**src/rtl/mac_sequencer.sv**
```systemverilog
// Sequences one dot product through an external DSP48 MAC (p = a*b + c), one term at a time.
// Optional: define MAC_SEQ_BIAS_EN to add a 48-bit bias port that seeds the accumulator on start.
module mac_sequencer #(
    parameter int TERMS   = 16,
    parameter int MAC_LAT = 3
) (
    input  logic        clock,
    input  logic        reset,
`ifdef MAC_SEQ_BIAS_EN
    input  logic [47:0] bias,
`endif
    input  logic        start,
    output logic        busy,
    input  logic        in_valid,
    output logic        in_ready,
    input  logic [17:0] a_in,
    input  logic [17:0] b_in,
    output logic [17:0] mac_a,
    output logic [17:0] mac_b,
    output logic [47:0] mac_c,
    input  logic [47:0] mac_p,
    output logic [47:0] result,
    output logic        result_valid,
    input  logic        result_ready
);

    // state | meaning
    // IDLE  | waiting for start
    // ISSUE | in_ready high, waiting for an operand pair
    // WAIT  | operands held on the MAC until its product is valid
    // DONE  | result presented until result_ready
    localparam logic [1:0] S_IDLE  = 2'd0;
    localparam logic [1:0] S_ISSUE = 2'd1;
    localparam logic [1:0] S_WAIT  = 2'd2;
    localparam logic [1:0] S_DONE  = 2'd3;

    localparam int CNT_W  = $clog2(TERMS + 1);
    localparam int WAIT_W = 4;

    logic [1:0]        state_q, state_d;
    logic [CNT_W-1:0]  cnt_q, cnt_d, cnt_inc;
    logic [WAIT_W-1:0] wait_q, wait_d;
    logic [47:0]       acc_q, acc_d;
    logic [17:0]       mac_a_q, mac_a_d;
    logic [17:0]       mac_b_q, mac_b_d;
    logic [47:0]       mac_c_q, mac_c_d;
    logic [47:0]       acc_init;

`ifdef MAC_SEQ_BIAS_EN
    assign acc_init = bias;
`else
    assign acc_init = '0;
`endif

    assign cnt_inc = cnt_q + CNT_W'(1);

    always_comb begin
        state_d = state_q;
        cnt_d   = cnt_q;
        wait_d  = wait_q;
        acc_d   = acc_q;
        mac_a_d = mac_a_q;
        mac_b_d = mac_b_q;
        mac_c_d = mac_c_q;
        case (state_q)
            S_IDLE: begin
                if (start) begin
                    cnt_d   = '0;
                    acc_d   = acc_init;
                    state_d = S_ISSUE;
                end
            end
            S_ISSUE: begin
                if (in_valid) begin
                    mac_a_d = a_in;
                    mac_b_d = b_in;
                    mac_c_d = acc_q;
                    wait_d  = WAIT_W'(MAC_LAT - 1);
                    state_d = S_WAIT;
                end
            end
            S_WAIT: begin
                // Down-counter terminal count marks the cycle mac_p is valid
                if (wait_q == '0) begin
                    acc_d   = mac_p;
                    cnt_d   = cnt_inc;
                    state_d = (cnt_inc == CNT_W'(TERMS)) ? S_DONE : S_ISSUE;
                end else begin
                    wait_d = wait_q - WAIT_W'(1);
                end
            end
            S_DONE: begin
                if (result_ready) begin
                    state_d = S_IDLE;
                end
            end
            default: state_d = S_IDLE;
        endcase
    end

    always_ff @(posedge clock or posedge reset) begin
        if (reset) begin
            state_q <= S_IDLE;
            cnt_q   <= '0;
            wait_q  <= '0;
            acc_q   <= '0;
            mac_a_q <= '0;
            mac_b_q <= '0;
            mac_c_q <= '0;
        end else begin
            state_q <= state_d;
            cnt_q   <= cnt_d;
            wait_q  <= wait_d;
            acc_q   <= acc_d;
            mac_a_q <= mac_a_d;
            mac_b_q <= mac_b_d;
            mac_c_q <= mac_c_d;
        end
    end

    assign busy         = (state_q != S_IDLE);
    assign in_ready     = (state_q == S_ISSUE);
    assign result_valid = (state_q == S_DONE);
    assign result       = acc_q;
    assign mac_a        = mac_a_q;
    assign mac_b        = mac_b_q;
    assign mac_c        = mac_c_q;

endmodule

```
**config.mk**
```make
export PLATFORM = sky130hd
export DESIGN_NAME = mac_sequencer
export DESIGN_NICKNAME = d
export VERILOG_FILES = /design/src/rtl/mac_sequencer.sv
export SDC_FILE = /design/constraint.sdc
export NUM_CORES = 1
export LEC_CHECK = 0
export CAP_MARGIN = 20
export CORE_MARGIN = 4
export CORE_UTILIZATION = 39
export CTS_CLUSTER_SIZE = 28
export DETAILED_ROUTE_END_ITERATION = 16
export GPL_TIMING_DRIVEN = 0
export PLACE_DENSITY = 0.86
export SLEW_MARGIN = 10
export SYNTH_ARGS = -nofsm -noshare
export SYNTH_HDL_FRONTEND = slang
export SYNTH_SLANG_ARGS = --single-unit
```
**constraint.sdc**
```tcl
create_clock -name clock -period 4 [get_ports clock]
set_input_delay 0.4 -clock clock [delete_from_list [all_inputs] [get_ports clock]]
set_output_delay 0.4 -clock clock [all_outputs]
set_load 0.1 [all_outputs]
```
* Yosys cells after proc, flatten, opt, wreduce, memory -nomap -nowiden
Index checks and enable logic that the tools add are counted.
** Operators by class
- Add/subtract/negate cells :: 2
- Eq/ne operators :: 9
- Magnitude comparators :: 0
- Bitwise logic cells :: 0
- Div/mod/pow operators :: 0
- Reductions and logical operators :: 9
- Multiplexer cells :: 15
- Shift-type cells :: 0
- Multiply operators :: 0
** Operators by type and width (number)
- $mux W48 :: 2
- $pmux W48 S2 :: 1
- $mux W2 :: 5
- $mux W5 :: 2
- $pmux W5 S2 :: 1
- $mux W4 :: 2
- $ne A2 B2 Y1 const B :: 4
- $pmux W2 S4 :: 1
- $pmux W4 S2 :: 1
- $reduce_and A3 Y1 :: 2
- $reduce_bool A2 Y1 :: 3
- $add A5 B1 Y5 const B :: 1
- $eq A5 B5 Y1 const B :: 1
- $eq A2 B2 Y1 const B :: 2
- $logic_not A4 Y1 :: 1
- $reduce_and A4 Y1 :: 1
- $sub A4 B1 Y4 const B :: 1
- $eq A2 B1 Y1 const B :: 1
- $logic_not A2 Y1 :: 1
- $ne A2 B1 Y1 const B :: 1
- $reduce_and A2 Y1 :: 1
** Word-level totals
- Word-level logic and storage cells :: 42
- Output and inout port bits :: 135
- Memory bits (read-only) :: 0
- RAM bits :: 0
- Memories kept :: 0
- Bits in latches :: 0
- Register bits :: 143

* Logic depth before layout (Yosys ltp)
- Depth in word-level cells :: 5
- Mapped depth :: 8
- Mapped depth without buffers :: 6

* Least setup slack after synthesis
No wires, ideal clock.
- Path type :: register to register
- Start point :: register state_q[1]
- End point :: register mac_c_q[37], in the netlist mac_c[37]
- Stages on the path, launching flop included :: 7
- Path slack :: 2.073 ns
- Arrival time :: 1.800 ns
- Cells stage by stage :: dfrtp_1 buf_2 nor2b_4 nand2_2 buf_6 buf_6 mux2_4
** On the way
- Word-level cells in the longest chain between the ends :: 2
** RTL lines
- start, declared :: line 40 : logic [1:0] state_q, state_d;
- start signal, assigned :: line 111 : state_q <= state_d;
- $eq A2 B1 Y1
- via in_ready :: line 15 : output logic in_ready,
- $reduce_and A2 Y1 (no source line)
- end signal, assigned :: line 117 : mac_c_q <= mac_c_d;
- end, declared :: line 46 : logic [47:0] mac_c_q, mac_c_d;
The timed path passes the listed nets, and every way through them passes these cells.
A chain may end at the register's enable or synchronous reset.

* Worst setup path in the final report
- Start point :: register state_q[1]
- End point :: output port in_ready
** On the way
- Word-level cells in the longest chain between the ends :: 1
** RTL lines
- $eq A2 B1 Y1 :: line 122 : assign in_ready = (state_q == S_ISSUE);
- end, declared :: line 15
Every way passes these cells.

==> results.tsv <==
stage	metric	value	unit
status	status	finished, final reports clean	
worst_setup_path	worstSetupPathType	reg2out	
detailed_routing	via_per_inst	5.048	
synth	syn_nets	451	
detailed_routing	dr.pass1.iters	4	
floorplan	dieArea	16630	sq um
timing	relSlewSlack	31.84	%
timing	period_share	66.93	%
floorplan	dieWidth	129.0	um
detailed_routing	drcViolationCount	0	
synth	yosysWarnings	0	
cts	cts_setup_buffers	0	
cts	path_clk_slew	60	ps
global_routing	met1_usage	21.51	%
timing	skew	7.853	ps
worst_setup_path	path_delay_family	buffers and inverters	
synth	synth_area_leaders	dfrtp_1 (63%), mux2_4 (13%), a22o_1 (7.5%)	
global_routing	grt_util_all_layers	18.66	%
worst_setup_path	crit_chain	buf_2 > nor2b_4 > clkdlybuf4s50_1	
layout	multi_input_area	1922	sq um
hold_path	holdCritPathClass	in2async	
synth	ys_seq_elements	143	
cts	clock_sinks	143	
timing	hold_viol_final	0	
detailed_routing	wl_per_cell	19.58	um
detailed_routing	via_count	4028	
placed_design	port_buffers	223	
synth	syn-cell-area	5705	sq um
global_routing	met3_usage	7.098	%
worst_setup_path	crit_buf_inv	2	
floorplan	die_h	129.0	um
worst_setup_path	crit_fanout	10	
synth	synth_cells	359	
global_routing	grt_overflow_total	0	
timing	min_period	2677	ps
floorplan	ios	224	
detailed_routing	wirelength	15630	um
global_routing	grt_max_degree	39	
layout	nets	697	
layout	fillers	1013	
timing	max_slew.worst_pin.slew	1019	ps
detailed_routing	first_iter_violations	139	
synth	yosysSeqAreaShare	62.72	%
worst_setup_path	worst_setup_path_end_kind	output port	
floorplan	rows	43	
worst_setup_path	cp-start-kind	flop	
cts	holdBufCountCts	0	
global_routing	busiest_layer	met2	
placed_design	place_congestion	0.7777	
cts	cts_made_buffers	17	
timing	grt_setup_unrepaired	no	
worst_setup_path	arrival	2280	ps
layout	drive_gt1_share	24.11	%
timing	finalMaxSlewViolations	0	
timing	fin_tns_setup	0	ps
layout	post-route-cell-area	8932	sq um
cts	cts_tree	yes	
worst_setup_path	cpPeakStageDelay	1160	ps
cts	insertion_delay	410	ps
layout	regArea	3578	sq um
cts	ctsResizeCount	0	
global_routing	antenna_found_initial	0	
layout	syn_to_final_growth	56.56	%
worst_setup_path	cpMaxStageDelayCell	clkdlybuf4s50_1	
timing	setup_violations	0	
timing	max_freq	373.5	MHz
cts	root_buffer	clkbuf_16	
worst_setup_path	worst-path-stages	3	
global_routing	grt_pass1_wl	24140	um
detailed_routing	ant_nets	0	
global_routing	grt_use_met2	32.71	%
layout	diodes	0	
floorplan	core	14100	sq um
synth	ys_types	35	
floorplan	start_util	40.48	%
flow_run	cap_violations	0	
worst_setup_path	cp.required	3600	ps
cts	clk_path_buf_depth	2	
placed_design	dpl-instance-area	8247	sq um
synth	synth_area_per_cell	15.89	sq um
worst_setup_path	r2r_cells	6	
placed_design	hpwlAfterDp	11430	um
synth	synth_top_area_share	62.72	%
global_routing	grt_pass1_vias	4530	
synth	synth.largest_area_cell	dfrtp_1	
cts	htreeDepth	4	
[cell usage after synthesis (all sizes together)]
cell type / count
dfrtp: 143
mux2: 85
a22o: 49
buf: 21
nand2: 10
o21ai: 7
nand3: 6
inv: 5
nor3: 4
a21oi: 3
ha: 3
nor2b: 3
xor2: 3
and2: 2
nor2: 2
xnor2: 2
a211oi: 1
a31oi: 1
and4bb: 1
clkbuf: 1
nand2b: 1
nand3b: 1
nand4: 1
nor4: 1
o22ai: 1
or2: 1
or3b: 1
[path summary, 6_finish.rpt]
| kind | start | endpoint | slack, ps |
|---|---|---|---|
| max | state_q[1]$_DFFE_PP0P_ | in_ready | 1320 |
| min | reset | mac_b[16]$_DFFE_PP0P_ | 300 |
| max reg2reg | wait_q[0]$_DFFE_PP0P_ | result[36]$_DFFE_PP0P_ | 2090 |
| min reg2reg | mac_a[15]$_DFFE_PP0P_ | mac_a[15]$_DFFE_PP0P_ | 500 |
| max in group asynchronous | reset | mac_a[15]$_DFFE_PP0P_ | 2980 |
| min in group clock | mac_a[15]$_DFFE_PP0P_ | mac_a[15]$_DFFE_PP0P_ | 500 |
[per-stage QoR]
stage	utilization (%)	worst slack, ps	hold WS [ps]	std cells
2_1_floorplan	-	1809	468.6	359
3_3_place_gp	57.94	699.8	487.5	762
4_1_cts	63.37	1299	294.3	798
5_1_grt	63.37	1245	296.2	798
3_5_place_dp	58.50	1745	491.5	766
6_report	63.37	1323	304.3	798
[sequential cells by signal, summed over array words and instances (netlist names)]
| register | flops |
|---|---|
| mac_c | 48 |
| result | 48 |
| mac_a | 18 |
| mac_b | 18 |
| cnt_q | 5 |
| wait_q | 4 |
| state_q | 2 |
[worst register-to-register path, delay by kind of cell, from the launching register on]
kind,cells,cell delay (ps)
buffers and inverters,2,550
AO/OA/AOI/OAI,2,450
flip-flops,1,390
AND/OR/NAND/NOR,1,240
adder cells (fa/ha/maj),1,220
[cells in the final DEF (no fill, tap or decap), types with 3 or more instances in the layout]
master           count
mux2_2              36
clkbuf_16           17
o21ai_0              6
inv_1                4
mux2_4              49
a21oi_1              3
buf_2                5
ha_1                 3
xor2_1               3
buf_4                6
nand2_1              9
bufinv_16            6
clkdlybuf4s50_1    223
a22o_1              49
nand3_1              6
buf_12               4
dfrtp_1            143
nor3_1               4
buf_6               10
[per-layer routing]
metal  wire [um]  vias to the layer above
met4         224                        0
met2        8071                      165
met3        1173                       17
li1            -                     1797
met5           0                        -
met1        6157                     2049
[layout make-up]
class                           instances  share of cell area (%)
Sequential cell                       143                   40.06
Timing Repair Buffer                  227                   25.89
Multi-Input combinational cell        189                   21.52
Clock buffer                           19                   5.071
Clock inverter                         13                   2.605
Tap cell                              180                   2.521
Buffer                                 22                   2.087
Inverter                                5                  0.2521
[kinds of logic (layout without fill, tap and decap cells)]
logic type	Yosys count	after routing	synth area share [%]
DFF	143	143	62.72
muxes	85	85	20.00
AOI/OAI and AO/OA	62	62	8.750
and+or+nand+nor	34	34	3.509
buffers and inverters	27	286	3.596
xor gates and xnor gates	5	5	0.7677
adders and majority gates	3	3	0.6580
Power is not shown: default switching activity piles up to over one toggle a cycle in this logic, so the estimate is an artifact.
